==> config.mk <==
export PLATFORM = sky130hd
export DESIGN_NAME = controle_multiciclo
export DESIGN_NICKNAME = d
export VERILOG_FILES = /design/src/rtl/controle_multiciclo.sv
export SDC_FILE = /design/constraint.sdc
export NUM_CORES = 1
export LEC_CHECK = 0
export CAP_MARGIN = 20
export CORE_ASPECT_RATIO = 0.9
export CORE_UTILIZATION = 40
export DETAILED_ROUTE_END_ITERATION = 10
export PLACE_DENSITY = 0.71
export SETUP_SLACK_MARGIN = 0.2
export SLEW_MARGIN = 20
export SYNTH_ARGS = -nofsm -noshare
export SYNTH_HDL_FRONTEND = slang
export SYNTH_SLANG_ARGS = --single-unit
export TNS_END_PERCENT = 1
==> constraint.sdc <==
create_clock -name clk -period 1.85 [get_ports clk]
set_input_delay 0.2775 -clock clk [delete_from_list [all_inputs] [get_ports clk]]
set_output_delay 0.2775 -clock clk [all_outputs]
set_load 0.02 [all_outputs]
==> src/rtl/controle_multiciclo.sv <==
// controle_multiciclo -- multi-cycle control unit (Moore FSM).
//
// Sequences each instruction through FETCH, DECODE, EXEC, MEM and WB.
// IN waits in IOWAIT, and HLT parks the FSM in HALT until reset.
// The opcode is decoded in DECODE and latched there. From EXEC until the
// return to FETCH, every datapath select comes from that latch, so later
// changes on opcode have no effect.
//
// Ports:
//   clk, rst             clock, asynchronous active-high reset
//   opcode [OPW-1:0]     instruction register opcode field
//   io_valid             input device has data on the bus
//   PCWrite, IRWrite     PC / instruction register load strobes
//   ALUOp [ALUW-1:0]     ALU operation
//   ALUsrc, IMsel[1:0]   ALU B operand select, immediate format
//   RSsel, RTsel, SZ     register-port selects, pass-through/zero-base mode
//   Branch, Jump, JR, JAL  PC control
//   MemRead, MemWrite, MemToReg, RegWrite  memory / write-back strobes
//   PilhaE, PilhaOP      stack enable / operation
//   IOE, IOsel           I/O port enable, 1 = input
//   HLT                  processor halted
//   state [2:0]          debug view of the FSM state
//
// IN handshake: io_valid is a level-sensitive "data present" flag and it is
// only looked at in IOWAIT. The cycle that sees io_valid=1 is the transfer
// cycle: RegWrite is asserted and the FSM returns to FETCH. There is no
// ready signal. IOE/IOsel held high in IOWAIT tell the device that the
// processor is waiting.
module controle_multiciclo #(
    parameter int OPW      = 6,
    parameter int ALUW     = 4,
    parameter int MEM_WAIT = 0
) (
    input  logic            clk,
    input  logic            rst,
    input  logic [OPW-1:0]  opcode,
    input  logic            io_valid,
    output logic            PCWrite,
    output logic            IRWrite,
    output logic [ALUW-1:0] ALUOp,
    output logic            ALUsrc,
    output logic [1:0]      IMsel,
    output logic            RSsel,
    output logic            RTsel,
    output logic            SZ,
    output logic            Branch,
    output logic            Jump,
    output logic            JR,
    output logic            JAL,
    output logic            MemRead,
    output logic            MemWrite,
    output logic            MemToReg,
    output logic            RegWrite,
    output logic            PilhaE,
    output logic            PilhaOP,
    output logic            IOE,
    output logic            IOsel,
    output logic            HLT,
    output logic [2:0]      state
);

    localparam logic [2:0] S_FETCH  = 3'd0;
    localparam logic [2:0] S_DECODE = 3'd1;
    localparam logic [2:0] S_EXEC   = 3'd2;
    localparam logic [2:0] S_MEM    = 3'd3;
    localparam logic [2:0] S_WB     = 3'd4;
    localparam logic [2:0] S_IOWAIT = 3'd5;
    localparam logic [2:0] S_HALT   = 3'd6;

    // Instruction classes. Only the class is needed to choose the next state.
    localparam logic [3:0] C_NOP   = 4'd0;
    localparam logic [3:0] C_ALU   = 4'd1;  // ALU R, ALU imm, move, li
    localparam logic [3:0] C_BR    = 4'd2;
    localparam logic [3:0] C_LOAD  = 4'd3;
    localparam logic [3:0] C_STORE = 4'd4;
    localparam logic [3:0] C_J     = 4'd5;
    localparam logic [3:0] C_JR    = 4'd6;
    localparam logic [3:0] C_JAL   = 4'd7;
    localparam logic [3:0] C_IN    = 4'd8;
    localparam logic [3:0] C_OUT   = 4'd9;
    localparam logic [3:0] C_HLT   = 4'd10;

    logic [2:0]      state_q, state_d;
    logic [3:0]      wcnt_q, wcnt_d;

    // Decode latch
    logic [3:0]      cls_q;
    logic [ALUW-1:0] aluop_q;
    logic            alusrc_q, rssel_q, rtsel_q, sz_q, pilha_q;
    logic [1:0]      imsel_q;

    // Combinational decode of the live opcode (used only in DECODE)
    logic [3:0]      dec_cls;
    logic [ALUW-1:0] dec_aluop;
    logic            dec_alusrc, dec_rssel, dec_rtsel, dec_sz, dec_pilha;
    logic [1:0]      dec_imsel;
    logic [31:0]     op_u;

    assign op_u = 32'(opcode);

    always_comb begin
        dec_cls    = C_NOP;
        dec_aluop  = '0;
        dec_alusrc = 1'b0;
        dec_imsel  = 2'd0;
        dec_rssel  = 1'b0;
        dec_rtsel  = 1'b0;
        dec_sz     = 1'b0;
        dec_pilha  = 1'b0;
        case (op_u) inside
            [32'h00:32'h06]: begin dec_cls = C_ALU; dec_aluop = ALUW'(op_u); end
            32'h07: begin dec_cls = C_ALU; dec_alusrc = 1'b1; dec_aluop = ALUW'(0); end
            32'h08: begin dec_cls = C_ALU; dec_alusrc = 1'b1; dec_aluop = ALUW'(1); end
            32'h09: begin dec_cls = C_ALU; dec_alusrc = 1'b1; dec_aluop = ALUW'(2); end
            32'h0A: begin dec_cls = C_ALU; dec_alusrc = 1'b1; dec_aluop = ALUW'(4); end
            32'h0B: begin dec_cls = C_ALU; dec_alusrc = 1'b1; dec_aluop = ALUW'(5); end
            32'h0C: begin dec_cls = C_ALU; dec_aluop = ALUW'(13); end  // sr
            32'h0D: begin dec_cls = C_ALU; dec_aluop = ALUW'(12); end  // sl
            [32'h0E:32'h12]: begin
                dec_cls   = C_BR;
                dec_rssel = 1'b1;
                dec_rtsel = 1'b1;
                dec_imsel = 2'd1;
                case (op_u)
                    32'h0E:  dec_aluop = ALUW'(8);   // bge
                    32'h0F:  dec_aluop = ALUW'(7);   // beq
                    32'h10:  dec_aluop = ALUW'(11);  // bgt
                    32'h11:  dec_aluop = ALUW'(10);  // blt
                    default: dec_aluop = ALUW'(9);   // ble
                endcase
            end
            32'h13: begin dec_cls = C_ALU; dec_sz = 1'b1; dec_rtsel = 1'b1; end
            32'h14: begin
                dec_cls = C_ALU; dec_sz = 1'b1; dec_alusrc = 1'b1; dec_imsel = 2'd1;
            end
            32'h15: begin
                dec_cls = C_LOAD; dec_sz = 1'b1; dec_alusrc = 1'b1; dec_imsel = 2'd1;
            end
            32'h16: begin
                dec_cls = C_STORE; dec_sz = 1'b1; dec_alusrc = 1'b1; dec_imsel = 2'd1;
                dec_rssel = 1'b1;
            end
            32'h17: dec_cls = C_LOAD;
            32'h18: begin dec_cls = C_STORE; dec_rssel = 1'b1; dec_rtsel = 1'b1; end
            32'h19: begin dec_cls = C_LOAD; dec_alusrc = 1'b1; end
            32'h1A: begin
                dec_cls = C_STORE; dec_alusrc = 1'b1; dec_rssel = 1'b1; dec_rtsel = 1'b1;
            end
            32'h1B: begin dec_cls = C_J; dec_imsel = 2'd2; end
            32'h1C: begin dec_cls = C_JR; dec_rssel = 1'b1; end
            32'h1D: begin dec_cls = C_JAL; dec_imsel = 2'd2; end
            32'h1E: begin dec_cls = C_STORE; dec_rssel = 1'b1; dec_pilha = 1'b1; end
            32'h1F: begin dec_cls = C_LOAD; dec_pilha = 1'b1; end
            32'h20: dec_cls = C_IN;
            32'h21: begin dec_cls = C_OUT; dec_rssel = 1'b1; end
            32'h23: dec_cls = C_HLT;
            default: dec_cls = C_NOP;
        endcase
    end

    // Next-state logic
    always_comb begin
        state_d = state_q;
        wcnt_d  = wcnt_q;
        case (state_q)
            S_FETCH:  state_d = S_DECODE;
            S_DECODE: begin
                case (dec_cls)
                    C_HLT:   state_d = S_HALT;
                    C_IN:    state_d = S_IOWAIT;
                    C_NOP:   state_d = S_FETCH;
                    default: state_d = S_EXEC;
                endcase
            end
            S_EXEC: begin
                case (cls_q)
                    C_ALU:   state_d = S_WB;
                    C_LOAD, C_STORE: begin
                        state_d = S_MEM;
                        wcnt_d  = 4'(MEM_WAIT);
                    end
                    default: state_d = S_FETCH;
                endcase
            end
            S_MEM: begin
                if (wcnt_q == 4'd0) begin
                    state_d = (cls_q == C_LOAD) ? S_WB : S_FETCH;
                end else begin
                    wcnt_d = wcnt_q - 4'd1;
                end
            end
            S_WB:     state_d = S_FETCH;
            S_IOWAIT: if (io_valid) state_d = S_FETCH;
            S_HALT:   state_d = S_HALT;
            default:  state_d = S_FETCH;
        endcase
    end

    always_ff @(posedge clk or posedge rst) begin
        if (rst) begin
            state_q  <= S_FETCH;
            wcnt_q   <= 4'd0;
            cls_q    <= C_NOP;
            aluop_q  <= '0;
            alusrc_q <= 1'b0;
            imsel_q  <= 2'd0;
            rssel_q  <= 1'b0;
            rtsel_q  <= 1'b0;
            sz_q     <= 1'b0;
            pilha_q  <= 1'b0;
        end else begin
            state_q <= state_d;
            wcnt_q  <= wcnt_d;
            if (state_q == S_DECODE) begin
                cls_q    <= dec_cls;
                aluop_q  <= dec_aluop;
                alusrc_q <= dec_alusrc;
                imsel_q  <= dec_imsel;
                rssel_q  <= dec_rssel;
                rtsel_q  <= dec_rtsel;
                sz_q     <= dec_sz;
                pilha_q  <= dec_pilha;
            end
        end
    end

    assign state = state_q;

    // Outputs. rst gates every output so that nothing leaks while reset is
    // held, including the FETCH strobes of the reset state.
    logic sel_en;
    assign sel_en = !rst && (state_q == S_EXEC || state_q == S_MEM ||
                             state_q == S_WB   || state_q == S_IOWAIT);

    always_comb begin
        ALUOp   = sel_en ? aluop_q  : '0;
        ALUsrc  = sel_en ? alusrc_q : 1'b0;
        IMsel   = sel_en ? imsel_q  : 2'd0;
        RSsel   = sel_en ? rssel_q  : 1'b0;
        RTsel   = sel_en ? rtsel_q  : 1'b0;
        SZ      = sel_en ? sz_q     : 1'b0;
        PilhaE  = sel_en ? pilha_q  : 1'b0;
        PilhaOP = sel_en ? pilha_q  : 1'b0;
    end

    always_comb begin
        PCWrite  = 1'b0;
        IRWrite  = 1'b0;
        Branch   = 1'b0;
        Jump     = 1'b0;
        JR       = 1'b0;
        JAL      = 1'b0;
        MemRead  = 1'b0;
        MemWrite = 1'b0;
        MemToReg = 1'b0;
        RegWrite = 1'b0;
        IOE      = 1'b0;
        IOsel    = 1'b0;
        HLT      = 1'b0;
        if (!rst) begin
            case (state_q)
                S_FETCH: begin
                    IRWrite = 1'b1;
                    PCWrite = 1'b1;
                end
                S_EXEC: begin
                    case (cls_q)
                        C_BR:  Branch = 1'b1;
                        C_J:   begin Jump = 1'b1; PCWrite = 1'b1; end
                        C_JR:  begin Jump = 1'b1; PCWrite = 1'b1; JR = 1'b1; end
                        C_JAL: begin
                            Jump = 1'b1; PCWrite = 1'b1; JAL = 1'b1; RegWrite = 1'b1;
                        end
                        C_OUT: IOE = 1'b1;
                        default: ;
                    endcase
                end
                S_MEM: begin
                    MemRead  = (cls_q == C_LOAD);
                    MemWrite = (cls_q == C_STORE);
                end
                S_WB: begin
                    RegWrite = 1'b1;
                    MemToReg = (cls_q == C_LOAD);
                end
                S_IOWAIT: begin
                    IOE      = 1'b1;
                    IOsel    = 1'b1;
                    RegWrite = io_valid;
                end
                S_HALT:  HLT = 1'b1;
                default: ;
            endcase
        end
    end

endmodule

==> flow_summary.html, run 1 <==
<table>
<tr><th>Metric</th><th>Value</th></tr>
<tr><th colspan="2">Finish</th></tr>
<tr><td>Area growth from synthesis to layout</td><td>50.64%</td></tr>
<tr><td>Non-filler instance count after layout</td><td>340</td></tr>
<tr><td>Final layout net count</td><td>292</td></tr>
<tr><td>Final Instance Area</td><td>2669 um^2</td></tr>
<tr><td>N_diodes</td><td>0</td></tr>
<tr><td>Share of final-layout standard cells stronger than drive strength 1</td><td>39.29%</td></tr>
<tr><th colspan="2">Yosys</th></tr>
<tr><td>Top cells by count, synth</td><td>22 x sky130_fd_sc_hd__dfrtp_1, 16 x sky130_fd_sc_hd__nand2_1, 15 x sky130_fd_sc_hd__nor2_1, 14 x sky130_fd_sc_hd__clkbuf_1, 13 x sky130_fd_sc_hd__a21oi_1</td></tr>
<tr><td>Post-Syn Nets</td><td>229</td></tr>
<tr><td>Dominant cell type by area after synthesis</td><td>sky130_fd_sc_hd__dfrtp_1</td></tr>
<tr><td>Top flip-flop cell by instance count after synthesis</td><td>sky130_fd_sc_hd__dfrtp_1</td></tr>
<tr><td>Total of warnings raised by yosys</td><td>0</td></tr>
<tr><td>Mean instance size in the synthesized netlist</td><td>8.127 um^2</td></tr>
<tr><td>Number of unique standard cell types used by synthesis</td><td>58</td></tr>
<tr><td>Gate count after technology mapping</td><td>218</td></tr>
<tr><td>Cell Area, Synth</td><td>1772 um^2</td></tr>
<tr><td>Share of synthesized registers carrying an async set or reset</td><td>100.0%</td></tr>
<tr><td>EDFF count, synth</td><td>0</td></tr>
<tr><td>Area share of the largest cell type after synthesis</td><td>31.07%</td></tr>
<tr><td>Post-synthesis register bit count</td><td>22</td></tr>
<tr><td>Register area share after synthesis</td><td>31.07%</td></tr>
<tr><td>Most frequently used cell type in the post-synthesis netlist</td><td>sky130_fd_sc_hd__dfrtp_1</td></tr>
<tr><td>Synth top area cells</td><td>sky130_fd_sc_hd__dfrtp_1 31%, sky130_fd_sc_hd__and2_1 4.2%, sky130_fd_sc_hd__a21oi_1 3.7%</td></tr>
<tr><th colspan="2">Clocking</th></tr>
<tr><td>Number of H-tree levels</td><td>1</td></tr>
<tr><td>Root buffer cell</td><td>sky130_fd_sc_hd__clkbuf_8</td></tr>
<tr><td>Clock latency reported for the late side of the worst-skew pair</td><td>0.26 ns</td></tr>
<tr><td>Number of clock sinks</td><td>22</td></tr>
<tr><td>TritonCTS buffer count</td><td>3</td></tr>
<tr><td>Clock transition at the register clock pins on the worst setup and hold paths after CTS</td><td>0.08 ns</td></tr>
<tr><td>Number of buffers on the longest clock path</td><td>2</td></tr>
<tr><td>TritonCTS clock tree</td><td>done</td></tr>
<tr><td># hold bufs at CTS</td><td>0</td></tr>
<tr><th colspan="2">Power</th></tr>
<tr><td>Worst voltage drop across the vdd grid</td><td>0.7474 mV</td></tr>
<tr><td>Leakage power total</td><td>0.001162 uW</td></tr>
<tr><td>Power per Cell Area</td><td>1166 nW/um^2</td></tr>
<tr><th colspan="2">Timing</th></tr>
<tr><td>Crit path time final</td><td>2.046 ns</td></tr>
<tr><td>Final Hold Viols</td><td>0</td></tr>
<tr><td>Tightest slew margin relative to the limit</td><td>74.09%</td></tr>
<tr><td>Worst setup skew after layout</td><td>0.004077 ns</td></tr>
<tr><td>Finish-stage setup viols</td><td>20</td></tr>
<tr><td>Minimum setup slack in the final design</td><td>-0.1957 ns</td></tr>
<tr><td>Final Cycle Share</td><td>110.6%</td></tr>
<tr><td>Count of final max-slew check failures</td><td>0</td></tr>
<tr><td>Unrepaired setup endpoints after global routing</td><td>true</td></tr>
<tr><td>Worst Hold Slack</td><td>0.3445 ns</td></tr>
<tr><td>Max Fclk</td><td>488.8 MHz</td></tr>
<tr><td>Slew @ Worst Pin</td><td>0.3879 ns</td></tr>
<tr><th colspan="2">Routing</th></tr>
<tr><td>Drt wl/cell</td><td>13.57 um</td></tr>
<tr><td>DRC violations left</td><td>0</td></tr>
<tr><td>Met2 routed wirelength</td><td>2085 um</td></tr>
<tr><td>Via density</td><td>5.324</td></tr>
<tr><td>Post-route antenna net violation count</td><td>0</td></tr>
<tr><td>Top layer in use</td><td>met4</td></tr>
<tr><td>Violation count after the first detailed-routing iteration</td><td>119</td></tr>
<tr><td>WL met3</td><td>180 um</td></tr>
<tr><td>Drt pass-1 iters</td><td>4</td></tr>
<tr><td>Routed wire length</td><td>4615 um</td></tr>
<tr><td>Total number of vias</td><td>1810</td></tr>
<tr><td>Met1 Wirelength</td><td>2298 um</td></tr>
<tr><th colspan="2">Setup path</th></tr>
<tr><td>Largest fanout on the critical path</td><td>4</td></tr>
<tr><td>Worst Path Required</td><td>1.57 ns</td></tr>
<tr><td>Classification of the worst setup path</td><td>flip-flop to output pin</td></tr>
<tr><td>Setup crit end kind</td><td>output pin</td></tr>
<tr><td>Critical Path Source Type</td><td>flip-flop</td></tr>
<tr><td>Crit path DAT</td><td>1.77 ns</td></tr>
<tr><th colspan="2">Min path</th></tr>
<tr><td>Min-Delay Path Class</td><td>primary input to async pin</td></tr>
<tr><th colspan="2">Global route</th></tr>
<tr><td>Number of global-route vias before repair</td><td>1584</td></tr>
<tr><td>Pin count of the biggest net entering global routing</td><td>29</td></tr>
<tr><td>Global-route usage over all layers</td><td>20.24%</td></tr>
<tr><td>First-pass GRT wire length</td><td>7514 um</td></tr>
<tr><td>Overall overflow remaining after global route</td><td>0</td></tr>
<tr><td>Antenna violations before repair</td><td>0</td></tr>
<tr><th colspan="2">Placed design</th></tr>
<tr><td>IO Port Bufs</td><td>36</td></tr>
<tr><td>Worst slack, placed</td><td>-0.8204 ns</td></tr>
<tr><td>Weighted congestion reported at the end of routability-driven placement</td><td>0.8515</td></tr>
<tr><td>Placed cell count</td><td>334</td></tr>
<tr><td>Detailed placer's ending HPWL</td><td>3289 um</td></tr>
<tr><td>Instance area after placement</td><td>2451 um^2</td></tr>
<tr><th colspan="2">Status</th></tr>
<tr><td>Run status</td><td>finished, violations left</td></tr>
<tr><td>Violations in the final reports</td><td>negative setup slack</td></tr>
<tr><th colspan="2">Floorplan</th></tr>
<tr><td>Area of the die</td><td>4699 um^2</td></tr>
<tr><td>Std cell rows</td><td>22</td></tr>
<tr><td>Placeable core region</td><td>4156 um^2</td></tr>
<tr><td>Height of the die</td><td>65.14 um</td></tr>
<tr><td>Initial core utilization</td><td>42.62%</td></tr>
<tr><td>Number of I/O pins</td><td>37</td></tr>
<tr><td>Horiz. Die Dim</td><td>72.15 um</td></tr>
<tr><th colspan="2">Flow run</th></tr>
<tr><td>Max-cap check violation count</td><td>0</td></tr>
</table>
[worst max-delay path: stages, from the launching register on]
cell and delay [ns]:
sky130_fd_sc_hd__dfrtp_2 0.41, sky130_fd_sc_hd__or3b_4 0.41, sky130_fd_sc_hd__or2_1 0.23, sky130_fd_sc_hd__o22a_1 0.19, sky130_fd_sc_hd__nor3_4 0.12, sky130_fd_sc_hd__buf_6 0.14
[per-layer routing]
layer / vias up / GRT usage (%)
met2: 39 / 29.32
met1: 845 / 31.76
met4: 0 / 4.657
li1: 922 / -
met3: 4 / 2.301
met5: - / 0
[path summary, 6_finish.rpt]
kind                            startpoint    endpoint  slack, ns  cells after the start
worst min-delay path                   rst   wcnt_q[3]       0.34                      4
max in group asynchronous              rst    state[1]       1.11                      5
worst max register to register    state[1]    state[2]          0                      5
worst max-delay path              state[1]     PCWrite      -0.20                      5
min in group clk                aluop_q[2]  aluop_q[2]       0.47                      2
worst min register to register  aluop_q[2]  aluop_q[2]       0.47                      2
[state kept, by name, indices dropped and copies added (netlist names)]
| signal | cells |
|---|---|
| sz_q | 1 |
| alusrc_q | 1 |
| rtsel_q | 1 |
| state | 3 |
| pilha_q | 1 |
| wcnt_q | 4 |
| aluop_q | 4 |
| rssel_q | 1 |
| cls_q | 4 |
| imsel_q | 2 |
[cells in the final DEF, fill, tap and decap left out, types with 3 or more instances in the layout]
cell type | Yosys | final
sky130_fd_sc_hd__a21oi_1 | 13 | 11
sky130_fd_sc_hd__a21oi_2 | 2 | 3
sky130_fd_sc_hd__a22o_1 | 4 | 4
sky130_fd_sc_hd__and2_1 | 12 | 10
sky130_fd_sc_hd__buf_2 | 4 | 3
sky130_fd_sc_hd__buf_4 | 1 | 49
sky130_fd_sc_hd__buf_6 | 1 | 12
sky130_fd_sc_hd__clkbuf_8 | 0 | 3
sky130_fd_sc_hd__clkdlybuf4s15_2 | 0 | 5
sky130_fd_sc_hd__clkdlybuf4s50_1 | 0 | 7
sky130_fd_sc_hd__dfrtp_1 | 22 | 20
sky130_fd_sc_hd__dlygate4sd2_1 | 0 | 4
sky130_fd_sc_hd__inv_1 | 9 | 9
sky130_fd_sc_hd__nand2_1 | 16 | 16
sky130_fd_sc_hd__nand2b_1 | 9 | 7
sky130_fd_sc_hd__nand3b_1 | 4 | 4
sky130_fd_sc_hd__nor2_1 | 15 | 12
sky130_fd_sc_hd__nor2b_1 | 3 | 3
sky130_fd_sc_hd__nor3_1 | 6 | 3
sky130_fd_sc_hd__nor3b_1 | 6 | 4
sky130_fd_sc_hd__o21ai_0 | 11 | 11
sky130_fd_sc_hd__o41ai_2 | 0 | 3
sky130_fd_sc_hd__or3b_4 | 0 | 3
[power by group]
part	leakage, uW	internal (uW)	switching [uW]
clock	0.0000357	289	162
sequential	0.000286	676	113
combinational	0.000840	888	984
total	0.00116	1850	1260
[area by class of cell]
| cell class | instances | area [um^2] |
|---|---|---|
| inverters | 9 | 33.78 |
| multi-input cells | 165 | 1256 |
| repair buffers | 80 | 679.4 |
| clock buffers | 3 | 41.29 |
| well taps | 60 | 75.07 |
| fillers | 348 | 1488 |
| flip-flops and latches | 22 | 553.0 |
| clock inverters | 1 | 30.03 |
[through the flow]
step	setup TNS, ns	power (uW)	utilization, %
floorplan	-0.3266	1809	-
global placement	-9.703	2417	58.97
detailed placement	-10.07	2440	58.97
CTS	-1.851	3018	61.74
global route	-3.077	3353	64.21
finish	-1.877	3112	64.21
[kinds of logic after synthesis]
kind of cell               share of synthesized area (%)
and+or+nand+nor                                    33.19
AOI/OAI and AO/OA                                  23.38
buffers and inverters                              7.556
DFF                                                31.07
xor gates and xnor gates                           1.483
muxes                                              1.907
adders and majority gates                          1.412
[what timing repair did]
item                                    CTS  global route
buffers inserted                          1             0
gates cloned                              1             0
endpoints found under the hold margin     0             0
pin swaps                                12             3
resized for setup                       141            24
endpoints found under the setup margin   39            44
(Power assumes the default switching activity.)
==> run 2: changes to the inputs <==
- MAX_ROUTING_LAYER: unset -> met4
- SLEW_MARGIN: 20 -> unset
==> run 2 against run 1 <==
Net effect:
- the flow still finishes with violations (negative setup slack)
- hold slack improved by 0.0014 ns
- die area stayed put
- via count is 0.61% higher
- sequential share of layout area stayed put
- clock power hardly changed
- critical path depth increased by 1
- final area is the same
- flip-flop and latch count stayed put
- global-route usage increased by 0.56 points
- power about the same
- critical path type unchanged
- critical endpoint is now RegWrite
==> flow_summary.html, run 2 (synthesized netlist as in run 1, its figures left out) <==
<table>
<tr><th>Metric</th><th>Value</th></tr>
<tr><th colspan="2">Min path</th></tr>
<tr><td>Min-Delay Path Class</td><td>primary input to async pin</td></tr>
<tr><th colspan="2">Global route</th></tr>
<tr><td>First-pass GRT wire length</td><td>7514 um</td></tr>
<tr><td>Pin count of the biggest net entering global routing</td><td>29</td></tr>
<tr><td>Global-route usage over all layers</td><td>20.80%</td></tr>
<tr><td>Antenna violations before repair</td><td>0</td></tr>
<tr><td>Number of global-route vias before repair</td><td>1582</td></tr>
<tr><td>Overall overflow remaining after global route</td><td>0</td></tr>
<tr><th colspan="2">Finish</th></tr>
<tr><td>Area occupied by multi-input gates</td><td>1256 um^2</td></tr>
<tr><td>Commonest non-fill, non-tap cells in the layout</td><td>49 x sky130_fd_sc_hd__buf_4, 20 x sky130_fd_sc_hd__dfrtp_1, 16 x sky130_fd_sc_hd__nand2_1, 12 x sky130_fd_sc_hd__nor2_1, 12 x sky130_fd_sc_hd__buf_6</td></tr>
<tr><td>Share of final-layout standard cells stronger than drive strength 1</td><td>39.29%</td></tr>
<tr><td>Non-filler instance count after layout</td><td>340</td></tr>
<tr><td>N_diodes</td><td>0</td></tr>
<tr><td>Final Util</td><td>64.21%</td></tr>
<tr><td>Most common cell after layout, fill and taps aside</td><td>sky130_fd_sc_hd__buf_4</td></tr>
<tr><td>Top Registers</td><td>aluop_q: 4 flops, cls_q: 4 flops, wcnt_q: 4 flops</td></tr>
<tr><td>Total area of sequential cells</td><td>553.0 um^2</td></tr>
<tr><td>Area growth from synthesis to layout</td><td>50.64%</td></tr>
<tr><td>Final layout net count</td><td>292</td></tr>
<tr><td>Fillers</td><td>348</td></tr>
<tr><th colspan="2">Placed design</th></tr>
<tr><td>IO Port Bufs</td><td>36</td></tr>
<tr><td>Weighted congestion reported at the end of routability-driven placement</td><td>0.8650</td></tr>
<tr><td>Detailed placer's ending HPWL</td><td>3289 um</td></tr>
<tr><td>Placed cell count</td><td>334</td></tr>
<tr><th colspan="2">Power</th></tr>
<tr><td>Power per Cell Area</td><td>1167 nW/um^2</td></tr>
<tr><td>Worst voltage drop across the vdd grid</td><td>0.7542 mV</td></tr>
<tr><td>Leakage power total</td><td>0.001162 uW</td></tr>
<tr><th colspan="2">Routing</th></tr>
<tr><td>Drt pass-1 iters</td><td>4</td></tr>
<tr><td>Violation count after the first detailed-routing iteration</td><td>111</td></tr>
<tr><td>Via density</td><td>5.356</td></tr>
<tr><td>Total number of vias</td><td>1821</td></tr>
<tr><td>DRC violations left</td><td>0</td></tr>
<tr><td>Post-route antenna net violation count</td><td>0</td></tr>
<tr><td>Drt wl/cell</td><td>13.60 um</td></tr>
<tr><td>Routed wire length</td><td>4624 um</td></tr>
<tr><th colspan="2">Floorplan</th></tr>
<tr><td>Placeable core region</td><td>4156 um^2</td></tr>
<tr><td>Area of the die</td><td>4699 um^2</td></tr>
<tr><td>Horiz. Die Dim</td><td>72.15 um</td></tr>
<tr><td>Initial core utilization</td><td>42.62%</td></tr>
<tr><td>Std cell rows</td><td>22</td></tr>
<tr><td>Height of the die</td><td>65.14 um</td></tr>
<tr><td>Number of I/O pins</td><td>37</td></tr>
<tr><th colspan="2">Timing</th></tr>
<tr><td>Worst setup skew after layout</td><td>0.004548 ns</td></tr>
<tr><td>Final Hold Viols</td><td>0</td></tr>
<tr><td>Minimum setup slack in the final design</td><td>-0.1949 ns</td></tr>
<tr><td>Crit path time final</td><td>2.045 ns</td></tr>
<tr><td>Final Cycle Share</td><td>110.5%</td></tr>
<tr><td>Slew @ Worst Pin</td><td>0.3879 ns</td></tr>
<tr><td>Tightest slew margin relative to the limit</td><td>74.09%</td></tr>
<tr><td>Finish-stage setup viols</td><td>20</td></tr>
<tr><td>Max Fclk</td><td>489.0 MHz</td></tr>
<tr><td>Count of final max-slew check failures</td><td>0</td></tr>
<tr><td>Unrepaired setup endpoints after global routing</td><td>true</td></tr>
<tr><th colspan="2">Clocking</th></tr>
<tr><td>Clock transition at the register clock pins on the worst setup and hold paths after CTS</td><td>0.08 ns</td></tr>
<tr><td>Clock latency reported for the late side of the worst-skew pair</td><td>0.26 ns</td></tr>
<tr><td>Number of buffers on the longest clock path</td><td>2</td></tr>
<tr><td># hold bufs at CTS</td><td>0</td></tr>
<tr><td>TritonCTS buffer count</td><td>3</td></tr>
<tr><td>Number of clock sinks</td><td>22</td></tr>
<tr><td>Root buffer cell</td><td>sky130_fd_sc_hd__clkbuf_8</td></tr>
<tr><td>Number of H-tree levels</td><td>1</td></tr>
<tr><td>TritonCTS clock tree</td><td>done</td></tr>
<tr><th colspan="2">Status</th></tr>
<tr><td>Violations in the final reports</td><td>negative setup slack</td></tr>
<tr><td>Run status</td><td>finished, violations left</td></tr>
<tr><th colspan="2">Setup path</th></tr>
<tr><td>Setup crit end kind</td><td>output pin</td></tr>
<tr><td>Crit path DAT</td><td>1.77 ns</td></tr>
<tr><td>Classification of the worst setup path</td><td>flip-flop to output pin</td></tr>
<tr><td>Worst Path Required</td><td>1.57 ns</td></tr>
<tr><td>Largest fanout on the critical path</td><td>4</td></tr>
<tr><td>Critical Path Source Type</td><td>flip-flop</td></tr>
<tr><th colspan="2">Flow run</th></tr>
<tr><td>Max-cap check violation count</td><td>0</td></tr>
</table>
-- run 2: cell counts in the layout (fill, tap and decap cells not counted) --
No cell type changed its count.
-- run 2: timing repair --
action / CTS / global route
pin swaps: 12 / 3
buffers inserted: 1 / 0
cloned: 1 / 0
endpoints found under the hold margin: 0 / 0
setup endpoints to repair: 39 / 44
gates resized for setup: 141 / 24
-- run 2: final timing paths --
check	start	endpoint	slack, ns	depth (start not counted)
setup / recovery	state[1]	RegWrite	-0.19	6
max in group asynchronous	rst	state[1]	1.10	5
min in group clk	aluop_q[2]	aluop_q[2]	0.47	2
hold reg to reg	aluop_q[2]	aluop_q[2]	0.47	2
hold / removal	rst	wcnt_q[3]	0.35	4
setup reg to reg	state[1]	state[2]	0	5
-- run 2: final cells by class --
| type | instances | area share [%] |
|---|---|---|
| Clock buffer | 3 | 1.547 |
| Clock inverter | 1 | 1.125 |
| Inverter | 9 | 1.266 |
| Multi-Input combinational cell | 165 | 47.07 |
| Sequential cell | 22 | 20.72 |
| Tap cell | 60 | 2.813 |
| Timing Repair Buffer | 80 | 25.46 |
-- run 2: metal layers --
layer,wire [um],track usage (%),vias to the layer above,part of all wire [%]
li1,-,-,923,-
met1,2251,31.76,842,49
met2,2096,29.32,50,45
met3,218,2.301,6,4.7
met4,57,4.657,0,1.2
met5,0,-,-,0
-- run 2: critical path, cell delays in order (launching register included) --
cell and delay [ns]:
sky130_fd_sc_hd__dfrtp_2 0.41, sky130_fd_sc_hd__buf_6 0.11, sky130_fd_sc_hd__nand2b_4 0.05, sky130_fd_sc_hd__or4b_1 0.51
sky130_fd_sc_hd__a21oi_2 0.14, sky130_fd_sc_hd__o21a_1 0.14, sky130_fd_sc_hd__buf_4 0.13
-- run 2: power breakdown --
part           total (uW)  switching, uW  internal (uW)
Combinational        1880            987            888
Sequential            788            112            676
Clock                 451            162            289
Total                3110           1260           1850
-- run 2: stage by stage --
step	instance area (um^2)	setup TNS, ns	total power, uW	setup WS, ns	hold WS, ns
2_1_floorplan	1800	-0.3266	1809	-0.1309	0.4349
3_3_place_gp	2451	-9.703	2417	-0.7952	0.4555
3_5_place_dp	2451	-10.07	2440	-0.8204	0.4628
4_1_cts	2566	-1.851	3018	-0.2174	0.3137
5_1_grt	2669	-3.083	3355	-0.2861	0.3619
6_report	2669	-1.874	3114	-0.1949	0.3459
==> run 3: changes to the inputs <==
- SLEW_MARGIN: unset -> 20
==> results of run 3 <==
No change in the layout: final DEF, timing and power equal those of run 2.
==> edit (flow settings as in run 3) <==
Add an input register stage for `opcode` and `io_valid`, without a reset; this delays them by one clock. Comments in the files are not updated.
--- a/src/rtl/controle_multiciclo.sv
+++ b/src/rtl/controle_multiciclo.sv
@@ -81,4 +81,12 @@
     localparam logic [3:0] C_HLT   = 4'd10;
 
+    logic [OPW-1:0] opcode_q;
+    logic io_valid_q;
+
+    always_ff @(posedge clk) begin
+        opcode_q   <= opcode;
+        io_valid_q <= io_valid;
+    end
+
     logic [2:0]      state_q, state_d;
     logic [3:0]      wcnt_q, wcnt_d;
@@ -97,5 +105,5 @@
     logic [31:0]     op_u;
 
-    assign op_u = 32'(opcode);
+    assign op_u = 32'(opcode_q);
 
     always_comb begin
@@ -191,5 +199,5 @@
             end
             S_WB:     state_d = S_FETCH;
-            S_IOWAIT: if (io_valid) state_d = S_FETCH;
+            S_IOWAIT: if (io_valid_q) state_d = S_FETCH;
             S_HALT:   state_d = S_HALT;
             default:  state_d = S_FETCH;
@@ -287,5 +295,5 @@
                     IOE      = 1'b1;
                     IOsel    = 1'b1;
-                    RegWrite = io_valid;
+                    RegWrite = io_valid_q;
                 end
                 S_HALT:  HLT = 1'b1;
Behaviour: not the same (a bounded check fails within 4 cycles, from zero or initial values and one cycle with rst high).
==> edit against run 3 <==
- wire length up 4.6%
- final area up 0.19%
- power down 5.1%
- synthesized area up 5.5%
- worst setup slack better by 0.21 ns
- sequential cell count up 7
- global-route usage up 0.85 points
==> edit: results (changes against run 3) <==
| Metric | Value |
|---|---|
| Placer Congestion | `0.877 (+1.4%)` |
| Sequential element share of the synthesized area | `0.369 (+0.0587)` |
| Primary FF master, synth | `dfrtp_1` |
| Async SR Flop Fraction | `0.759 (-0.241)` |
| TritonRoute pass-1 iters | `4 (unchanged)` |
| Leak Pwr | `1.17 nW (+0.60%)` |
| Worst VDD drop | `0.691 mV (-8.3%)` |
| H-tree levels | `2 (+1)` |
| Post-synth top cells | `nand2_1, dfrtp_1, nor2_1, o21ai_0, and2_1` |
| Mux contribution to synthesized area | `0.00602 (-0.0130)` |
| DRT iter0 DRCs | `113 (+1.8%)` |
| Worst min path class | `input port to async pin` |
| Largest Register | `opcode_q` |
| Pin count of the biggest net entering global routing | `23 (-21%)` |
| Top cells by area, synth | `dfrtp_1, dfxtp_1, nand2_1` |
| Compound-Gate Fraction of Synth Area | `0.207 (-0.0269)` |
| DR vias | `1865 (+2.4%)` |
| N_diodes | `0 (unchanged)` |
| Clock tree root buffer cell | `clkbuf_8` |
| CTS buffer count | `5 (+2)` |
| Slew @ Worst Pin | `0.384 ns (-0.00354 ns)` |
| Gr usage total | `0.216 (+0.00849)` |
| Adder-Cell Fraction of Synth Area | `0.0201 (+0.00596)` |
| Worst-path maximum fanout | `6 (+2)` |
| Final Skew | `0.00335 ns (-0.00120 ns)` |
| Syn. warnings | `0 (unchanged)` |
| Global-route wire length before repair | `7770 um (+3.4%)` |
| Synth Net Count | `237 (+3.5%)` |
| Clk_lat worst skew | `0.28 ns (+0.02 ns)` |
| Placed wire-length estimate | `3310 um (+0.61%)` |
| Netlist cell types | `60 (+3.4%)` |
| Clock-pin slew on the worst setup and hold paths | `0.06 ns (-0.02 ns)` |
| Share of cells above drive strength 1 | `0.389 (-0.00416)` |
| WP data arrival | `1.56 ns (-0.21 ns)` |
| Initial antenna violation count | `0 (unchanged)` |
| Xor and xnor area share after synthesis | `0.0187 (+0.00391)` |
| Clk buf depth | `2 (unchanged)` |
| Largest register FFs | `6` |
| Status | `finished clean` |
| Nets | `294 (+0.68%)` |
| IO Port Bufs | `36 (unchanged)` |
| Final WL | `4840 um (+4.6%)` |
| Vias in the first global route | `1675 (+5.9%)` |
==> edit: cell count changes in the layout (fill, tap and decap cells not counted), sizes merged, moves of 3 or more <==
cell           change
nand3b             +4
clkdlybuf4s15      -5
nand3              +3
nand2b             -4
o21ai              +4
clkbuf             +7
inv                -4
a21oi              -6
a31oi              +4
nand2             +10
nor3b              -4
dfxtp              +7
buf                -7
nor2               +7
==> edit: cells by family (layout without fill, tap and decap cells) <==
| kind of cell | after synthesis | after routing |
|---|---|---|
| compound gates | 57 | 57 |
| fa+ha+maj | 3 | 3 |
| flops | 29 | 29 |
| buf+inv | 25 | 83 |
| mux | 1 | 1 |
| xor+xnor | 4 | 4 |
| simple gates | 106 | 106 |
==> edit: routing by layer <==
metal | global-route usage | wire (um) | up-vias
met5 | - | 0 | -
met4 | 0.0649 | 60 | 0
met3 | 0.0408 | 168 | 7
met2 | 0.330 | 2290 | 44
met1 | 0.291 | 2320 | 896
li1 | - | - | 918
==> edit: layout make-up <==
cell class,instances,area (um^2)
flip-flops and latches,29,696
multi-input cells,171,1230
fillers,397,1790
repair buffers,70,567
well taps,62,77.6
inverters,5,18.8
clock buffers,8,80.1
==> edit: final timing paths <==
check                                 from          end  slack, ns  cells past startpoint
min in group clk                 opcode[2]  opcode_q[2]       0.43                      1
worst min-delay path                   rst     cls_q[2]       0.36                      3
worst max register to register    state[2]     state[0]       0.05                      6
max in group asynchronous              rst    wcnt_q[0]       1.24                      3
worst min register to register  aluop_q[3]   aluop_q[3]       0.47                      2
worst max-delay path              state[2]       PilhaE       0.01                      5
==> edit: worst max-delay path, stage by stage, from the launching register on <==
cell,delay [ns]
dfrtp_2,0.44
ha_4,0.30
nor2_4,0.04
buf_6,0.15
and2_2,0.19
buf_4,0.15
==> edit: timing repair <==
action | in CTS | in global routing
setup endpoints to repair | 43 | 50
cloned | 1 | 0
endpoints found under the hold margin | 0 | 0
resized for setup | 119 | 52
setup buffers | 1 | 0
pin swaps | 5 | 6
==> edit: metrics by stage <==
stage / cell area, um^2 / util / setup TNS (ns) / setup slack [ns] / cells
floorplan: 1940 / - / -0.0185 / -0.0182 / 225
global placement: 2490 / 0.559 / -5.22 / -0.276 / 335
detailed placement: 2490 / 0.559 / -5.97 / -0.374 / 335
CTS: 2530 / 0.568 / 0 / 0.00404 / 345
global route: 2670 / 0.599 / -0.593 / -0.0689 / 345
finish: 2670 / 0.599 / 0 / 0.0120 / 345
==> edit: report_power, final <==
part	internal [mW]	switching (mW)	leakage, nW
sequential	0.788	0.158	0.347
combinational	0.711	0.795	0.782
clock	0.267	0.235	0.0395
